[src/rtl/serial_sub4.sv]
// Bit-serial subtractor D = A - B - b_in, one bit per clock, LSB first, start/done handshake.
// Define SERIAL_SUB_OVF_EN to add the signed-overflow output ov.
module serial_sub4 #(
  parameter int WIDTH = 4
) (
  input  logic             clk,
  input  logic             reset,
  input  logic             start,
  input  logic [WIDTH-1:0] A,
  input  logic [WIDTH-1:0] B,
  input  logic             b_in,
  output logic             busy,
  output logic             done,
  output logic [WIDTH-1:0] D,
  output logic             b_out
`ifdef SERIAL_SUB_OVF_EN
  ,
  output logic             ov
`endif
);

  localparam int CW = $clog2(WIDTH);
  localparam logic [CW-1:0] LAST = CW'(WIDTH - 1);

  typedef enum logic [1:0] {
    IDLE = 2'd0,
    RUN  = 2'd1,
    DONE = 2'd2
  } state_t;

  state_t           state_reg;
  state_t           state_next;
  logic [CW-1:0]    counter_reg;
  logic [WIDTH-1:0] a_reg;
  logic [WIDTH-1:0] b_reg;
  logic [WIDTH-1:0] res_reg;
  logic             br_reg;
  logic [WIDTH-1:0] d_reg;
  logic             b_out_reg;

  logic             accept;
  logic             last_step;
  logic             diff_bit;
  logic             borrow_next;
  logic [WIDTH-1:0] res_next;

  assign accept      = start && (state_reg != RUN);
  assign last_step   = (state_reg == RUN) && (counter_reg == LAST);
  assign diff_bit    = a_reg[0] ^ b_reg[0] ^ br_reg;
  assign borrow_next = (~a_reg[0] & b_reg[0]) | (~(a_reg[0] ^ b_reg[0]) & br_reg);
  assign res_next    = {diff_bit, res_reg[WIDTH-1:1]};

  // State register
  always_ff @(posedge clk or posedge reset) begin
    if (reset) begin
      state_reg <= IDLE;
    end else begin
      state_reg <= state_next;
    end
  end

  // Next-state logic
  always_comb begin
    state_next = state_reg;
    case (state_reg)
      IDLE:    if (start) state_next = RUN;
      RUN:     if (counter_reg == LAST) state_next = DONE;
      DONE:    state_next = start ? RUN : IDLE;
      default: state_next = IDLE;
    endcase
  end

  // Output logic
  always_comb begin
    busy = 1'b0;
    done = 1'b0;
    case (state_reg)
      RUN:     busy = 1'b1;
      DONE:    done = 1'b1;
      default: ;
    endcase
  end

  // Datapath: operands shift out LSB first, result shifts in at the MSB.
  // The visible D/b_out registers only update on the final bit-step.
  always_ff @(posedge clk or posedge reset) begin
    if (reset) begin
      a_reg       <= '0;
      b_reg       <= '0;
      res_reg     <= '0;
      br_reg      <= 1'b0;
      counter_reg <= '0;
      d_reg       <= '0;
      b_out_reg   <= 1'b0;
    end else if (accept) begin
      a_reg       <= A;
      b_reg       <= B;
      br_reg      <= b_in;
      res_reg     <= '0;
      counter_reg <= '0;
    end else if (state_reg == RUN) begin
      a_reg       <= a_reg >> 1;
      b_reg       <= b_reg >> 1;
      br_reg      <= borrow_next;
      res_reg     <= res_next;
      counter_reg <= counter_reg + 1'b1;
      if (last_step) begin
        d_reg     <= res_next;
        b_out_reg <= borrow_next;
      end
    end
  end

  assign D     = d_reg;
  assign b_out = b_out_reg;

`ifdef SERIAL_SUB_OVF_EN
  // Operand sign bits are shifted away during RUN, so keep copies for the overflow test.
  logic a_msb_reg;
  logic b_msb_reg;
  logic ov_reg;

  always_ff @(posedge clk or posedge reset) begin
    if (reset) begin
      a_msb_reg <= 1'b0;
      b_msb_reg <= 1'b0;
      ov_reg    <= 1'b0;
    end else if (accept) begin
      a_msb_reg <= A[WIDTH-1];
      b_msb_reg <= B[WIDTH-1];
    end else if (last_step) begin
      ov_reg <= (a_msb_reg != b_msb_reg) && (diff_bit != a_msb_reg);
    end
  end

  assign ov = ov_reg;
`endif

endmodule

[config.mk]
export PLATFORM = sky130hd
export DESIGN_NAME = serial_sub4
export DESIGN_NICKNAME = d
export VERILOG_FILES = /design/src/rtl/serial_sub4.sv
export SDC_FILE = /design/constraint.sdc
export NUM_CORES = 1
export LEC_CHECK = 0
export CAP_MARGIN = 20
export CORE_MARGIN = 5
export CORE_UTILIZATION = 45
export CTS_BUF_LIST = sky130_fd_sc_hd__clkbuf_16
export DETAILED_ROUTE_END_ITERATION = 6
export HOLD_SLACK_MARGIN = 0.02
export PLACE_DENSITY = 0.72
export SLEW_MARGIN = 20
export SYNTH_ARGS = -nofsm -noshare
export SYNTH_HDL_FRONTEND = slang
export SYNTH_SLANG_ARGS = --single-unit
[constraint.sdc]
create_clock -name clk -period 1.89 [get_ports clk]
set_clock_uncertainty 0.1 [all_clocks]
set_input_delay 0.378 -clock clk [delete_from_list [all_inputs] [get_ports clk]]
set_output_delay 0.378 -clock clk [all_outputs]
set_load 0.02 [all_outputs]
---- After elaboration in Yosys (flattened, before gate mapping) ----
Cells that the tools add are included.
cells by class
  $add $sub $neg .......................... 1
  eq/ne operators ......................... 6
  muxes and demuxes ....................... 16
  bitwise gates (word level) .............. 8
  reductions and logical operators ........ 6
operators by type and width
  operator               number
  $mux W4                6
  $mux W2                4
  $pmux W2 S3            1
  $mux W1                5
  $eq A2 B2 Y1 const B   2
  $ne A2 B2 Y1 const B   2
  $not A1 Y1             3
  $reduce_and A3 Y1      1
  $add A2 B1 Y2 const B  1
  $and A1 B1 Y1          2
  $eq A2 B1 Y1 const B   1
  $logic_and A1 B1 Y1    2
  $logic_not A2 Y1       1
  $ne A2 B1 Y1 const B   1
  $reduce_and A2 Y1      1
  $reduce_bool A2 Y1     1
  $xor A1 B1 Y1          2
  $or A1 B1 Y1           1
word-level totals
  register bits after elaboration ......... 22
  input bits .............................. 12
  output and inout port bits .............. 7
  word-level logic and storage cells ...... 45

---- Depth between registers and ports, before layout ----
Gate-level depths: netlist (run 1).
  depth after elaboration ................. 6
  depth in mapped cells ................... 4
  mapped depth without buffers ............ 3

---- Worst setup path after synthesis (run 1) ----
OpenSTA, ideal clock, no wires.
  path type ............................... flip-flop to output port
  start point ............................. register state_reg[1]
  end point ............................... output port busy
  data arrival time ....................... 0.929 ns
  data required time ...................... 1.412 ns
  slack ................................... 0.483 ns
  stages on the path, launching flop included .. 4
  buffers on the path ..................... 1
  path through ............................ dfrtp_1 -> nand2b_1 -> buf_4 -> inv_1
between the ends
  cells in the longest elaborated chain, start to end .. 2
ends and longest elaborated chain
  what                      RTL line  RTL
  start: declaration        31        state_t state_reg;
  start signal: assignment  58        state_reg <= state_next;
  $eq A2 B1 Y1              77        case (state_reg)
  $mux W1                   77
  end: declaration          12        output logic busy,
No other way between the ends.

---- Worst setup path in the final report (run 1) ----
Same ends and word-level chain as after synthesis.

==> results.toml, run 1 <==
[cts]
cts_max_level = 1
cts.clk_slew.worst_paths_ns = 0.06
numCtsBuffers = 3
clock_latency_ns = 0.25
cts.sinks = 21
cts_root_buf = "clkbuf_16"
max-clock-path-buffers = 2
cts_tree = "built"
hold_buffers = 0
postCtsSetupBuffers = 0

[timing]
rsz0062_at_grt = "no"
finalWorstSetupSlack_ns = 0.185
worst_pin_slew_ns = 0.341
slew_viol_final = 0
setup_viol_count_final = 0
fin_crit_sh_pct = 90.2
holdWs_ns = 0.347
hold_viol = 0
max_freq_mhz = 587
finalSetupTns_ns = 0
slew_headroom_pct = 77.2
fin_crit_ns = 1.70

[critical_path]
path_class = "flip-flop to output port"
cp_top_family = "buffers and inverters"
arrival_ns = 1.23
crit_slowest_cell = "dfrtp_1"
cp-end-kind = "output port"
path_cells = "nand2b_1 > inv_1 > dlygate4sd2_1"
ff2ff_setup_slack_ns = 0.41
critical_path.max_stage_delay_ns = 0.37
critPathLaunchType = "flip-flop"
worstPathMaxFanout = 3
critPathRequiredTime_ns = 1.41
path_buf_inv = 2

[placement]
dpl.hpwl_mm = 1.14
dp_cells = 117
dp_slack_ns = 0.0416
place_area_um2 = 1190
port-buffer-count = 18
gp_congestion = 0.667

[drt]
drc = 0
via_per_inst = 4.83
drt_iter0_drc = 0
routedWlPerCell_um = 12.8
first_pass_iters = 1
ant_nets = 0
wl_mm = 1.55
dr_total_vias = 585

[floorplan]
num_io_pins = 19
die-area_um2 = 3210
initial_utilization_pct = 45.7
die_y_um = 56.7
core_um2 = 2150
die_w_um = 56.7
rows = 17

[outcome]
status = "complete, no violations"

[synthesis]
ys_warn_count = 0
synth-seq-cells = 21
netlist_area_um2 = 981
yosys-top-cells-area = "dfrtp_1 54%, mux2_2 21%, mux2i_1 6.1%"
synth_xor_area_share_pct = 0
seq_area_frac_synth_pct = 53.6
netlist_instances = 70
syn-num-nets = 84
yosysUniqueCellTypes = 16
synth_compound_area_share_pct = 0.638
synth_top_family_by_area = "multiplexers"
yosys.area.top_type = "dfrtp_1"
synth_area_per_cell_um2 = 14.0
synthMuxAreaShare_pct = 29.8
synthSimpleGateAreaFrac_pct = 6.51
synth_top_area_share_pct = 53.6
synth_fa_ha_area_share_pct = 3.32

[global_routing]
grt_pass1_wl_mm = 2.68
grt_max_degree = 22
grt_pass1_vias = 585
grt_antenna_before_repair = 0
grt.total_usage_pct = 11.2
overflow = 0

[power_and_ir_drop]
p_leak_nw = 0.642
p_total_mw = 2.00
powerDensity_nw_per_um2 = 1570
irDropWorstVdd_mv = 0.708

[final_layout]
fill_cells = 176
area_growth_pct = 29.8
stdcell_count = 121
final_util_pct = 59.3
final_cell_area_um2 = 1270
fin_nets = 108
drive_above_1_share_pct = 30.1
antenna_cells = 0
final_cell_mix = "21 x dfrtp_1, 18 x mux2_2, 16 x clkdlybuf4s50_1"
final_common_cell = "dfrtp_1"

[worst_hold_path]
min_path_type = "input port to asynchronous set/reset pin"

[flow_run]
drv_cap = 0
==> synth_stat cells <==
cell and number:
and2b_1 4, buf_4 1, buf_6 1, buf_8 1
dfrtp_1 21, fa_1 1, ha_1 1, inv_1 7
mux2_2 18, mux2_4 2, mux2i_1 6, nand2b_1 2
nand3b_1 1, nor2_1 2, nor2b_1 1, o22ai_1 1
==> per-layer routing <==
metal	up-vias	wire [µm]	global-route usage, %
met2	13	759	16.3
met5	-	0	0
met3	5	65	3.91
met4	0	46	8.14
li1	280	-	-
met1	287	682	13.6
==> layout make-up <==
class | count | area [µm²] | share of cell area, %
tap | 28 | 35.0 | 2.75
timing repair buffer | 22 | 211 | 16.6
clock inverter | 1 | 5.00 | 0.393
inverter | 7 | 26.3 | 2.06
multi-input combinational | 39 | 395 | 31.0
clock buffer | 3 | 75.1 | 5.89
sequential | 21 | 526 | 41.3
==> report_power, final <==
group / total [mW] / leakage (nW) / switching (mW) / internal, mW
registers: 0.757 / 0.262 / 0.105 / 0.652
logic: 0.804 / 0.338 / 0.345 / 0.459
clock network: 0.439 / 0.0409 / 0.155 / 0.284
==> repair_timing <==
action,4_1_cts,5_1_grt
endpoints found under the setup margin,1,1
pin swaps,0,0
cloned,0,0
resized for setup,1,1
==> worst min-delay path: cells and delay by family <==
family	cells	cell delay (ns)
buf+inv	3	0.70
==> final timing paths <==
| path | cells after the start | startpoint | end |
|---|---|---|---|
| max | 3 | state_reg[1] | busy |
| min | 3 | reset | counter_reg[1] |
| max reg2reg | 3 | counter_reg[0] | D[1] |
| min reg2reg | 1 | counter_reg[0] | counter_reg[0] |
| max in group asynchronous | 3 | reset | b_reg[3] |
| min in group clk | 1 | counter_reg[0] | counter_reg[0] |
==> kinds of logic after synthesis <==
kind of cell,Yosys count
AOI/OAI and AO/OA,1
adders and majority gates,2
buffers and inverters,10
DFF,21
muxes,26
and+or+nand+nor,10
No activity file was read; power rests on OpenSTA's default activity.
==> run 2, diff against run 1 <==
--- a/config.mk
+++ b/config.mk
@@ -7,11 +7,11 @@
 export LEC_CHECK = 0
 export CAP_MARGIN = 20
 export CORE_MARGIN = 5
-export CORE_UTILIZATION = 45
+export CORE_UTILIZATION = 41
 export CTS_BUF_LIST = sky130_fd_sc_hd__clkbuf_16
 export DETAILED_ROUTE_END_ITERATION = 6
 export HOLD_SLACK_MARGIN = 0.02
-export PLACE_DENSITY = 0.72
+export PLACE_DENSITY = 0.67
 export SLEW_MARGIN = 20
 export SYNTH_ARGS = -nofsm -noshare
 export SYNTH_HDL_FRONTEND = slang
==> run 2 against run 1 <==
  * Clock-buffer cell count did not move
  * Cell area increased by 0.30%
  * Setup slack got worse by 0.024 ns
  * Maximum frequency shrank 1.4%
  * Die area grew 8.0%
  * Clock power decreased by 2%
  * Via count down 3.2%
  * Combinational power decreased by 0.6%
  * Critical path depth unchanged
  * Final cell count shrank 0.83%
  * Hold slack better by 0.012 ns
  * Critical endpoint unchanged
  * Largest power group unchanged
  * Highest routed layer unchanged
==> results.toml, run 2 (synthesis results as in run 1) <==
[outcome]
status = "complete, no violations"

[floorplan]
die_y_um = 58.9
die-area_um2 = 3470
initial_utilization_pct = 43.5
core_um2 = 2250
rows = 17
die_w_um = 58.9
num_io_pins = 19

[global_routing]
grt.total_usage_pct = 10.5
grt_pass1_vias = 617
overflow = 0
grt_max_degree = 22
grt_antenna_before_repair = 0
grt_pass1_wl_mm = 2.67

[timing]
slew_viol_final = 0
hold_viol = 0
fin_crit_ns = 1.73
finalSetupTns_ns = 0
slew_headroom_pct = 77.7
fin_crit_sh_pct = 91.5
max_freq_mhz = 579
rsz0062_at_grt = "no"
worst_pin_slew_ns = 0.334
setup_viol_count_final = 0

[final_layout]
area_growth_pct = 30.2
final-seq-area_um2 = 526
antenna_cells = 0
fill_cells = 210
fin_nets = 107
drive_above_1_share_pct = 28.3
final_cell_mix = "21 x dfrtp_1, 18 x mux2_2, 16 x clkdlybuf4s50_1"
final_common_cell = "dfrtp_1"
multi_input_area_um2 = 395
final_util_pct = 56.7

[cts]
ctsResizeCount = 1
max-clock-path-buffers = 2
postCtsSetupBuffers = 0
cts_max_level = 1
cts_tree = "built"
numCtsBuffers = 3
cts_root_buf = "clkbuf_16"
clock_latency_ns = 0.25
cts.clk_slew.worst_paths_ns = 0.05
hold_buffers = 0
cts.sinks = 21

[drt]
via_per_inst = 4.72
routedWlPerCell_um = 12.8
first_pass_iters = 2
drc = 0
ant_nets = 0
wl_mm = 1.53
dr_total_vias = 566
drt_iter0_drc = 3

[critical_path]
path_cells = "nand2b_1 > inv_1 > dlygate4sd2_1"
cp_top_family = "buffers and inverters"
critical_path.max_stage_delay_ns = 0.38
cp-end-kind = "output port"
crit_slowest_cell = "dfrtp_1"
path_buf_inv = 2
worstPathMaxFanout = 3
arrival_ns = 1.25
path_class = "flip-flop to output port"
critPathLaunchType = "flip-flop"
critPathRequiredTime_ns = 1.41

[placement]
port-buffer-count = 18
dpl.hpwl_mm = 1.13
gp_congestion = 0.645

[flow_run]
drv_cap = 0

[power_and_ir_drop]
powerDensity_nw_per_um2 = 1560
p_leak_nw = 0.643
p_sw_share_pct = 30.1
p_seq_share_pct = 38.1
combPwrFrac_pct = 40.2
p_sw_mw = 0.598
irDropWorstVdd_mv = 1.03
internal_power_mw = 1.39
clockPowerShare_pct = 21.7

[worst_hold_path]
min_path_type = "input port to asynchronous set/reset pin"
## run 2: cell types whose count changed in the layout (fill, tap and decap cells not counted)
cell,change
buf_4,-2
buf_12,+1
inv_1,+1
clkinv_2,-1
## run 2: final timing paths
kind | from | to | cells after the start | slack, ns
worst min-delay path | reset | counter_reg[1] | 3 | 0.36
max in group asynchronous | reset | D[3] | 3 | 1.12
worst max-delay path | state_reg[1] | busy | 3 | 0.16
worst min register to register | res_reg[1] | D[0] | 1 | 0.39
min in group clk | res_reg[1] | D[0] | 1 | 0.39
worst max register to register | counter_reg[0] | D[2] | 3 | 0.42
## run 2: final cells by class
| type | instances | area share (%) |
|---|---|---|
| sequential | 21 | 41.1 |
| multi-input combinational | 39 | 30.9 |
| timing repair buffer | 21 | 16.9 |
| clock buffer | 3 | 5.88 |
| tap | 28 | 2.74 |
| inverter | 7 | 2.06 |
| clock inverter | 1 | 0.294 |
## run 2: power groups by stage
stage                     combinational, mW  sequential [mW]  clock, mW
after floorplan                       0.530            0.801          0
after global routing                  0.885            0.789      0.464
after detailed placement              0.824            0.772          0
after CTS                             0.818            0.765      0.448
final                                 0.799            0.759      0.431
after global placement                0.807            0.761          0
## run 2: worst register-to-register path, delay by kind of cell, from the launching register on
family / cells / cell delay (ns)
adder cells (fa/ha/maj): 1 / 0.22
flip-flops: 1 / 0.39
multiplexers: 1 / 0.38
AND/OR/NAND/NOR: 1 / 0.27
## run 2: layer usage
metal | vias to the layer above | track usage, % | part of all wire (%)
met4 | 0 | 2.91 | 0.59
met3 | 2 | 4.61 | 5.8
met5 | - | 0 | 0
met2 | 13 | 17.2 | 48
met1 | 270 | 12.3 | 46
li1 | 281 | - | -
## run 2: stage by stage
step                instances  hold slack [ns]  setup WS, ns  instance area, µm²  power (mW)
finish                    120            0.359         0.162                1280        1.99
global route              120            0.396        0.0873                1280        2.14
CTS                       120            0.369       0.00994                1270        2.03
detailed placement        116            0.385        0.0329                1200        1.60
global placement          116            0.374        0.0480                1200        1.57
floorplan                  70            0.255         0.483                 981        1.33
